`src/rtl/window_accum.sv`:
```
// Coherent per-window accumulator: sums complex samples over each tlast-delimited
// window and emits one {sum_re, sum_im} result beat with window length and index.
`timescale 1ns/1ps
module window_accum #(
    parameter int unsigned MAX_CNT  = 100,
    parameter int unsigned SAMPLE_W = 38,
    parameter int unsigned ACC_W    = 46
) (
    input  logic                  clk,
    input  logic                  rst_n,
    input  logic [2*SAMPLE_W-1:0] s_axis_tdata,
    input  logic                  s_axis_tvalid,
    input  logic                  s_axis_tlast,
    output logic                  s_axis_tready,
    output logic [2*ACC_W-1:0]    m_axis_tdata,
    output logic [31:0]           m_axis_tuser,
    output logic                  m_axis_tvalid,
    output logic                  m_axis_tlast,
    input  logic                  m_axis_tready,
    output logic                  o_force_close
);

    typedef enum logic [1:0] {EMPTY, ACCUM, STALL} state_t;

    state_t                    state_q, state_d;
    logic signed [ACC_W-1:0]   acc_re_q, acc_re_d, acc_im_q, acc_im_d;
    logic signed [ACC_W-1:0]   smp_re, smp_im, sum_re, sum_im;
    logic [15:0]               cnt_q, cnt_d, widx_q, widx_d;
    logic                      o_valid_q, o_valid_d;
    logic [2*ACC_W-1:0]        o_data_q, o_data_d;
    logic [31:0]               o_user_q, o_user_d;
    logic                      fc_q, fc_d;
    logic                      accept, at_limit, closing;

    // STALL is exactly "result register occupied", so it gates the input side.
    assign s_axis_tready = (state_q != STALL) | m_axis_tready;
    assign accept        = s_axis_tvalid & s_axis_tready;
    assign at_limit      = (cnt_q == 16'(MAX_CNT - 1));
    assign closing       = accept & (s_axis_tlast | at_limit);

    assign smp_re = {{(ACC_W-SAMPLE_W){s_axis_tdata[2*SAMPLE_W-1]}},
                     s_axis_tdata[2*SAMPLE_W-1:SAMPLE_W]};
    assign smp_im = {{(ACC_W-SAMPLE_W){s_axis_tdata[SAMPLE_W-1]}},
                     s_axis_tdata[SAMPLE_W-1:0]};
    assign sum_re = acc_re_q + smp_re;
    assign sum_im = acc_im_q + smp_im;

    always_comb begin
        acc_re_d  = acc_re_q;
        acc_im_d  = acc_im_q;
        cnt_d     = cnt_q;
        widx_d    = widx_q;
        o_valid_d = o_valid_q;
        o_data_d  = o_data_q;
        o_user_d  = o_user_q;
        fc_d      = 1'b0;

        if (o_valid_q && m_axis_tready)
            o_valid_d = 1'b0;

        if (closing) begin
            o_valid_d = 1'b1;
            o_data_d  = {sum_re, sum_im};
            o_user_d  = {widx_q, cnt_q + 16'd1};
            widx_d    = widx_q + 16'd1;
            acc_re_d  = '0;
            acc_im_d  = '0;
            cnt_d     = '0;
            // A closing beat without tlast can only be the length limit.
            fc_d      = ~s_axis_tlast;
        end else if (accept) begin
            acc_re_d  = sum_re;
            acc_im_d  = sum_im;
            cnt_d     = cnt_q + 16'd1;
        end

        if (o_valid_d)
            state_d = STALL;
        else if (cnt_d == '0)
            state_d = EMPTY;
        else
            state_d = ACCUM;
    end

    always_ff @(posedge clk or negedge rst_n) begin
        if (!rst_n) begin
            state_q   <= EMPTY;
            acc_re_q  <= '0;
            acc_im_q  <= '0;
            cnt_q     <= '0;
            widx_q    <= '0;
            o_valid_q <= 1'b0;
            o_data_q  <= '0;
            o_user_q  <= '0;
            fc_q      <= 1'b0;
        end else begin
            state_q   <= state_d;
            acc_re_q  <= acc_re_d;
            acc_im_q  <= acc_im_d;
            cnt_q     <= cnt_d;
            widx_q    <= widx_d;
            o_valid_q <= o_valid_d;
            o_data_q  <= o_data_d;
            o_user_q  <= o_user_d;
            fc_q      <= fc_d;
        end
    end

    assign m_axis_tvalid = o_valid_q;
    assign m_axis_tdata  = o_data_q;
    assign m_axis_tuser  = o_user_q;
    assign m_axis_tlast  = o_valid_q;
    assign o_force_close = fc_q;

endmodule

```
`config.mk`:
```
export PLATFORM = sky130hd
export DESIGN_NAME = window_accum
export DESIGN_NICKNAME = d
export VERILOG_FILES = /design/src/rtl/window_accum.sv
export SDC_FILE = /design/constraint.sdc
export NUM_CORES = 1
export LEC_CHECK = 0
export ABC_AREA = 1
export CAP_MARGIN = 20
export CORE_MARGIN = 4
export CORE_UTILIZATION = 55
export CTS_BUF_LIST = sky130_fd_sc_hd__clkbuf_16
export CTS_CLUSTER_SIZE = 12
export DETAILED_ROUTE_END_ITERATION = 16
export PLACE_DENSITY = 0.79
export SLEW_MARGIN = 20
export SYNTH_ARGS = -nofsm -noshare
export SYNTH_HDL_FRONTEND = slang
export SYNTH_SLANG_ARGS = --single-unit
```
`constraint.sdc`:
```
create_clock -name clk -period 4.2 [get_ports clk]
set_input_delay 0.84 -clock clk [delete_from_list [all_inputs] [get_ports clk]]
set_output_delay 0.84 -clock clk [all_outputs]
set_load 0.03 [all_outputs]
```
==> results of run 1 <==
==> Yosys cell counts <==
master	instances	share of area
nor3_1	21	0.0064
o21ai_0	129	0.039
nor4_1	1	0.00038
inv_1	272	0.062
nand4_1	17	0.0065
o21ai_2	1	0.00053
buf_4	1	0.00046
or2_2	12	0.0046
xnor2_1	30	0.016
a31oi_1	6	0.0023
nor2_1	201	0.046
buf_2	32	0.0097
buf_6	4	0.0027
clkbuf_1	17	0.0039
inv_2	4	0.00091
ha_1	92	0.070
nor3_2	2	0.0012
fa_1	2	0.0024
o21a_1	3	0.0014
nand3b_1	22	0.010
or2_1	1	0.00038
nand3_1	192	0.058
nor2_2	3	0.0011
a21oi_1	117	0.036
nand2_2	4	0.0015
o21bai_1	16	0.0073
o22ai_1	2	0.00076
o21ai_1	35	0.011
nand2_1	896	0.20
xor2_1	20	0.011
dfrtp_1	251	0.38
a21boi_0	2	0.00091
clkinv_2	1	0.00030
and2_1	4	0.0015
buf_1	1	0.00023
==> metrics by stage <==
stage / hold slack, ns / instance area (sq um) / cells
6_report: 0.290 / 19900 / 3021
5_1_grt: 0.337 / 19900 / 3021
4_1_cts: 0.297 / 19900 / 3021
3_5_place_dp: 0.465 / 18900 / 2970
3_3_place_gp: 0.462 / 18900 / 2970
2_1_floorplan: 0.442 / 16500 / 2414
==> state kept, by name (all words and copies together), names as in the netlist <==
| signal | count |
|---|---|
| m_axis_tdata | 92 |
| acc_im_q | 46 |
| acc_re_q | 46 |
| m_axis_tuser | 32 |
| cnt_q | 16 |
| widx_q | 16 |
| m_axis_tlast | 1 |
| o_force_close | 1 |
| state_q | 1 |
==> logic make-up after synthesis <==
group / share of synthesized area
compound gates: 0.0984
xor+xnor: 0.0266
fa+ha+maj: 0.0723
buf+inv: 0.0801
flops: 0.381
simple gates: 0.342
==> worst paths after layout <==
check | end | slack, ns | cells after the start
max | s_axis_tready | 1.18 | 4
min | acc_im_q[5] | 0.29 | 1
max reg2reg | m_axis_tdata[67] | 1.50 | 10
min reg2reg | widx_q[15] | 0.48 | 2
max in group asynchronous | acc_re_q[33] | 2.99 | 2
min in group clk | widx_q[15] | 0.48 | 2
==> critical path, cell delays in order <==
cell and delay (ns):
clkdlybuf4s50_1 0.48, nor2_1 0.05, nand2_1 0.11, clkdlybuf4s50_1 0.70
==> layer usage <==
layer / part of all wire / GRT usage
met1: 0.42 / 0.406
met2: 0.48 / 0.543
met3: 0.061 / 0.0330
met4: 0.041 / 0.105
met5: 0 / 0
==> cell type report <==
class | count | area (sq um)
repair buffers | 221 | 2210
clock buffers | 29 | 726
well taps | 390 | 488
fillers | 2681 | 9790
inverters | 277 | 1040
flip-flops and latches | 251 | 6280
clock inverters | 22 | 196
multi-input cells | 1831 | 8910
==> where the power goes <==
part | internal (uW) | total (uW) | switching (uW)
Clock | 1480 | 2500 | 1020
Sequential | 3240 | 3800 | 559
Combinational | 2430 | 6860 | 4420
Total | 7160 | 13200 | 6000
==> impl_metrics.env, run 1 <==
export IMPL_run_status="finished, final reports clean"
export IMPL_grt_overflow_total=0
export IMPL_crit_fanout=2
export IMPL_hold_viol=0
export IMPL_hold_buffers=0
export IMPL_fmax_ghz=0.331
export IMPL_place_gp_congestion=1.02
export IMPL_cts_buffer_depth=3
export IMPL_antenna_found_initial=0
export IMPL_cts_resized=0
export IMPL_vias=16600
export IMPL_synthDistinctLibCells=35
export IMPL_critPathKind="input pin to output port"
export IMPL_path_clk_slew_ns=0.06
export IMPL_yosysWarnings=0
export IMPL_synth_cells=2414
export IMPL_grt_first_pass_wirelength_microns=84400
export IMPL_viasPerCell=5.50
export IMPL_dr_pass1_iters=5
export IMPL_area_growth_pct=20.4
export IMPL_finalWirelength_microns=51800
export IMPL_slew_limit_headroom=0.307
export IMPL_grt_use_total=0.311
export IMPL_clockRootBuffer="clkbuf_16"
export IMPL_drive_above_1_share=0.0293
export IMPL_start_util=0.556
export IMPL_hold_path_class="input pin to async pin"
export IMPL_io_buffers=208
export IMPL_irDropWorstVdd_uv=413
export IMPL_clock_latency_ns=0.56
export IMPL_final_common_cell="nand2_1"
export IMPL_synth_nets=2589
export IMPL_syn_area_sq_um=16500
export IMPL_drtAntennaViolNets=0
export IMPL_drc=0
export IMPL_final_cell_mix="896 x nand2_1, 282 x inv_1, 251 x dfrtp_1"
export IMPL_cap_violations=0
export IMPL_end_kind="output port"
export IMPL_setup_tns_ns=0
export IMPL_tightest_slew_ns=1.04
export IMPL_postSynthAreaPerCell_sq_um=6.83
export IMPL_r2r_start="cnt_q[0]"
export IMPL_crit_required_ns=3.36
export IMPL_skew_ns=0.0185
export IMPL_dpl_worst_slack_ns=0.734
export IMPL_io_pins=209
export IMPL_slew_violations=0
export IMPL_layout_setup_ws_ns=1.18
export IMPL_synth_seq_cells=251
export IMPL_wl_per_cell_microns=17.1
export IMPL_nNetsFinal=2785
export IMPL_ys_seq_area_frac=0.381
export IMPL_rsz0062_at_grt="false"
export IMPL_total_power_uw=13200
export IMPL_critPathLaunchType="input pin"
export IMPL_power_leakage_uw=0.0104
export IMPL_finalCritPeriodShare=0.719
export IMPL_cts_tree="yes"
export IMPL_grt_max_degree=100
export IMPL_ctsHtreeMaxLevel=1
export IMPL_utilization=0.670
export IMPL_pwr_density_cell_nw_per_um2=663
export IMPL_fin_crit_ns=3.02
export IMPL_core_sq_um=29600
export IMPL_grt_pass1_vias=16500
export IMPL_drt_initial_drc_count=1274
export IMPL_die_h_microns=181
export IMPL_die_x_microns=181
export IMPL_dieArea_sq_um=32800
export IMPL_cts_buffers=28
export IMPL_row_count=63
export IMPL_setup_violations=0
export IMPL_crit_path_start="m_axis_tready"
export IMPL_worstPathArrival_ns=2.18
export IMPL_diodes=0
export IMPL_post_cts_repair_setup_buffers=0
export IMPL_hpwl_microns=39800
export IMPL_cts_sinks=251
(Power assumes the default switching activity.)
==> run 2, diff against run 1 <==
==> constraint.sdc (replaced) <==
create_clock -name clk -period 2.8 [get_ports clk]
set_input_delay 0.56 -clock clk [delete_from_list [all_inputs] [get_ports clk]]
set_output_delay 0.56 -clock clk [all_outputs]
set_load 0.03 [all_outputs]
==> run 2 against run 1 <==
  * Final cell count is 6.2% higher
  * Worst setup slack lost 0.91 ns
  * Routed wire length is 5.1% higher
  * Clock power rose by 46%
  * Worst hold slack gained 0.18 ns
  * Final area is 7.2% higher
  * Clock skew fell by 0.0050 ns
  * Critical path depth unchanged
  * Sequential cell count stayed put
  * Utilization is 4.8 points higher
  * First-iteration DRC count increased by 5.9%
  * Largest cell class unchanged
  * Largest power group unchanged
==> impl_metrics.env, run 2 (same netlist as run 1, synthesis figures left out) <==
export IMPL_dpl_cell_area_sq_um=20400
export IMPL_end_kind="output port"
export IMPL_dr_pass1_iters=6
export IMPL_crit_required_ns=2.24
export IMPL_antenna_found_initial=0
export IMPL_regArea_sq_um=6280
export IMPL_multi_input_area_sq_um=8910
export IMPL_final_common_cell="nand2_1"
export IMPL_skew_ns=0.0135
export IMPL_io_buffers=208
export IMPL_setup_violations=0
export IMPL_drc=0
export IMPL_fmax_ghz=0.395
export IMPL_clock_latency_ns=0.58
export IMPL_path_clk_slew_ns=0.06
export IMPL_final_cell_mix="896 x nand2_1, 280 x inv_1, 251 x dfrtp_1"
export IMPL_cts_buffers=29
export IMPL_hold_buffers=1
export IMPL_fin_crit_ns=2.53
export IMPL_row_count=63
export IMPL_total_power_uw=20900
export IMPL_power_leakage_uw=0.0113
export IMPL_core_sq_um=29600
export IMPL_die_h_microns=181
export IMPL_finalWirelength_microns=54400
export IMPL_dieArea_sq_um=32800
export IMPL_finalCritPeriodShare=0.904
export IMPL_cts_sinks=251
export IMPL_pwr_density_cell_nw_per_um2=985
export IMPL_cts_resized=0
export IMPL_hold_path_class="flop to flop"
export IMPL_cts_tree="yes"
export IMPL_viasPerCell=5.42
export IMPL_grt_use_total=0.325
export IMPL_area_growth_pct=29.0
export IMPL_reg2reg_slack_ns=0.35
export IMPL_cp_cell_sequence="inv_1 > nor2_1 > nand2_1 > clkdlybuf4s50_1"
export IMPL_irDropWorstVdd_uv=603
export IMPL_wl_per_cell_microns=17.0
export IMPL_grt_first_pass_wirelength_microns=87800
export IMPL_worstPathArrival_ns=1.97
export IMPL_hpwl_microns=42400
export IMPL_largest_reg_flops=92
export IMPL_crit_fanout=3
export IMPL_crit_buf_inv=2
export IMPL_critPathKind="flop to output port"
export IMPL_rsz0062_at_grt="false"
export IMPL_holdWs_ns=0.473
export IMPL_grt_overflow_total=0
export IMPL_slew_violations=0
export IMPL_tightest_slew_ns=0.600
export IMPL_run_status="finished, final reports clean"
export IMPL_finalInstanceArea_sq_um=21300
export IMPL_diodes=0
export IMPL_grt_max_degree=71
export IMPL_utilization=0.718
export IMPL_slowest_delay_ns=0.73
export IMPL_cts_buffer_depth=3
export IMPL_critical_path_top_delay_family="buffers and inverters"
export IMPL_nNetsFinal=2972
export IMPL_n_fill_cell=2465
export IMPL_post_cts_repair_setup_buffers=0
export IMPL_slew_limit_headroom=0.600
export IMPL_die_x_microns=181
export IMPL_drt_initial_drc_count=1349
export IMPL_clockRootBuffer="clkbuf_16"
export IMPL_ctsHtreeMaxLevel=1
export IMPL_drive_above_1_share=0.0937
export IMPL_start_util=0.556
export IMPL_critPathLaunchType="flop"
export IMPL_cap_violations=0
export IMPL_io_pins=209
export IMPL_drtAntennaViolNets=0
export IMPL_place_gp_congestion=0.986
export IMPL_vias=17400
export IMPL_slowest_stage="clkdlybuf4s50_1"
export IMPL_hold_viol=0
export IMPL_grt_pass1_vias=17400
run 2: cell types whose count changed in the layout (fill, tap and decap cells not counted):
cell | previous run | this run
inv_1 | 282 | 280
dlygate4sd3_1 | 0 | 1
clkinv_2 | 1 | 4
bufinv_16 | 4 | 2
inv_16 | 0 | 1
buf_12 | 2 | 6
buf_4 | 11 | 192
clkinv_1 | 6 | 7
run 2: stage by stage:
step	cells	TNS [ns]	setup WS, ns
2_1_floorplan	2414	0	0.544
3_3_place_gp	3155	-5.96	-0.207
3_5_place_dp	3155	-10.68	-0.275
4_1_cts	3208	0	0.263
5_1_grt	3208	0	0.0815
6_report	3208	0	0.268
run 2: power by group:
part | switching [uW] | internal (uW)
Combinational | 6900 | 4660
Clock | 1580 | 2060
Sequential | 881 | 4870
Total | 9360 | 11600
run 2: layout make-up:
| type | instances | area share |
|---|---|---|
| Clock buffer | 29 | 0.0341 |
| Clock inverter | 23 | 0.00788 |
| Inverter | 277 | 0.0489 |
| Multi-Input combinational cell | 1831 | 0.419 |
| Sequential cell | 251 | 0.295 |
| Tap cell | 390 | 0.0229 |
| Timing Repair Buffer | 407 | 0.172 |
run 2: worst paths after layout:
kind,end,cells past startpoint,start
worst min register to register,widx_q[15],2,widx_q[15]
worst min-delay path,widx_q[15],2,widx_q[15]
worst max register to register,widx_q[14],11,cnt_q[0]
max in group asynchronous,acc_re_q[24],3,rst_n
min in group asynchronous,m_axis_tdata[7],2,rst_n
worst max-delay path,s_axis_tready,4,m_axis_tlast
run 2: worst register-to-register path, cell delays in order (launching register included):
cell,delay [ns]
dfrtp_1,0.43
ha_1,0.39
nand3_1,0.13
nor2_1,0.12
nand2_1,0.07
nand2_2,0.17
nand2_8,0.08
clkinv_2,0.34
nand2_1,0.16
nor2_1,0.20
nand3_1,0.11
xor2_1,0.15
run 2: per-layer routing:
metal	vias up	GRT usage	share of wire
met1	8146	0.414	0.41
met4	0	0.131	0.046
met2	626	0.569	0.49
met5	-	0	0
met3	139	0.0344	0.056
li1	8463	-	-
==> run 3, diff against run 2 <==
--- a/config.mk
+++ b/config.mk
@@ -10,7 +10,6 @@
 export CORE_MARGIN = 4
 export CORE_UTILIZATION = 55
 export CTS_BUF_LIST = sky130_fd_sc_hd__clkbuf_16
-export CTS_CLUSTER_SIZE = 12
 export DETAILED_ROUTE_END_ITERATION = 16
 export PLACE_DENSITY = 0.79
 export SLEW_MARGIN = 20
==> results of run 3 <==
The final DEF is identical to that of run 2; final timing and power are the same.
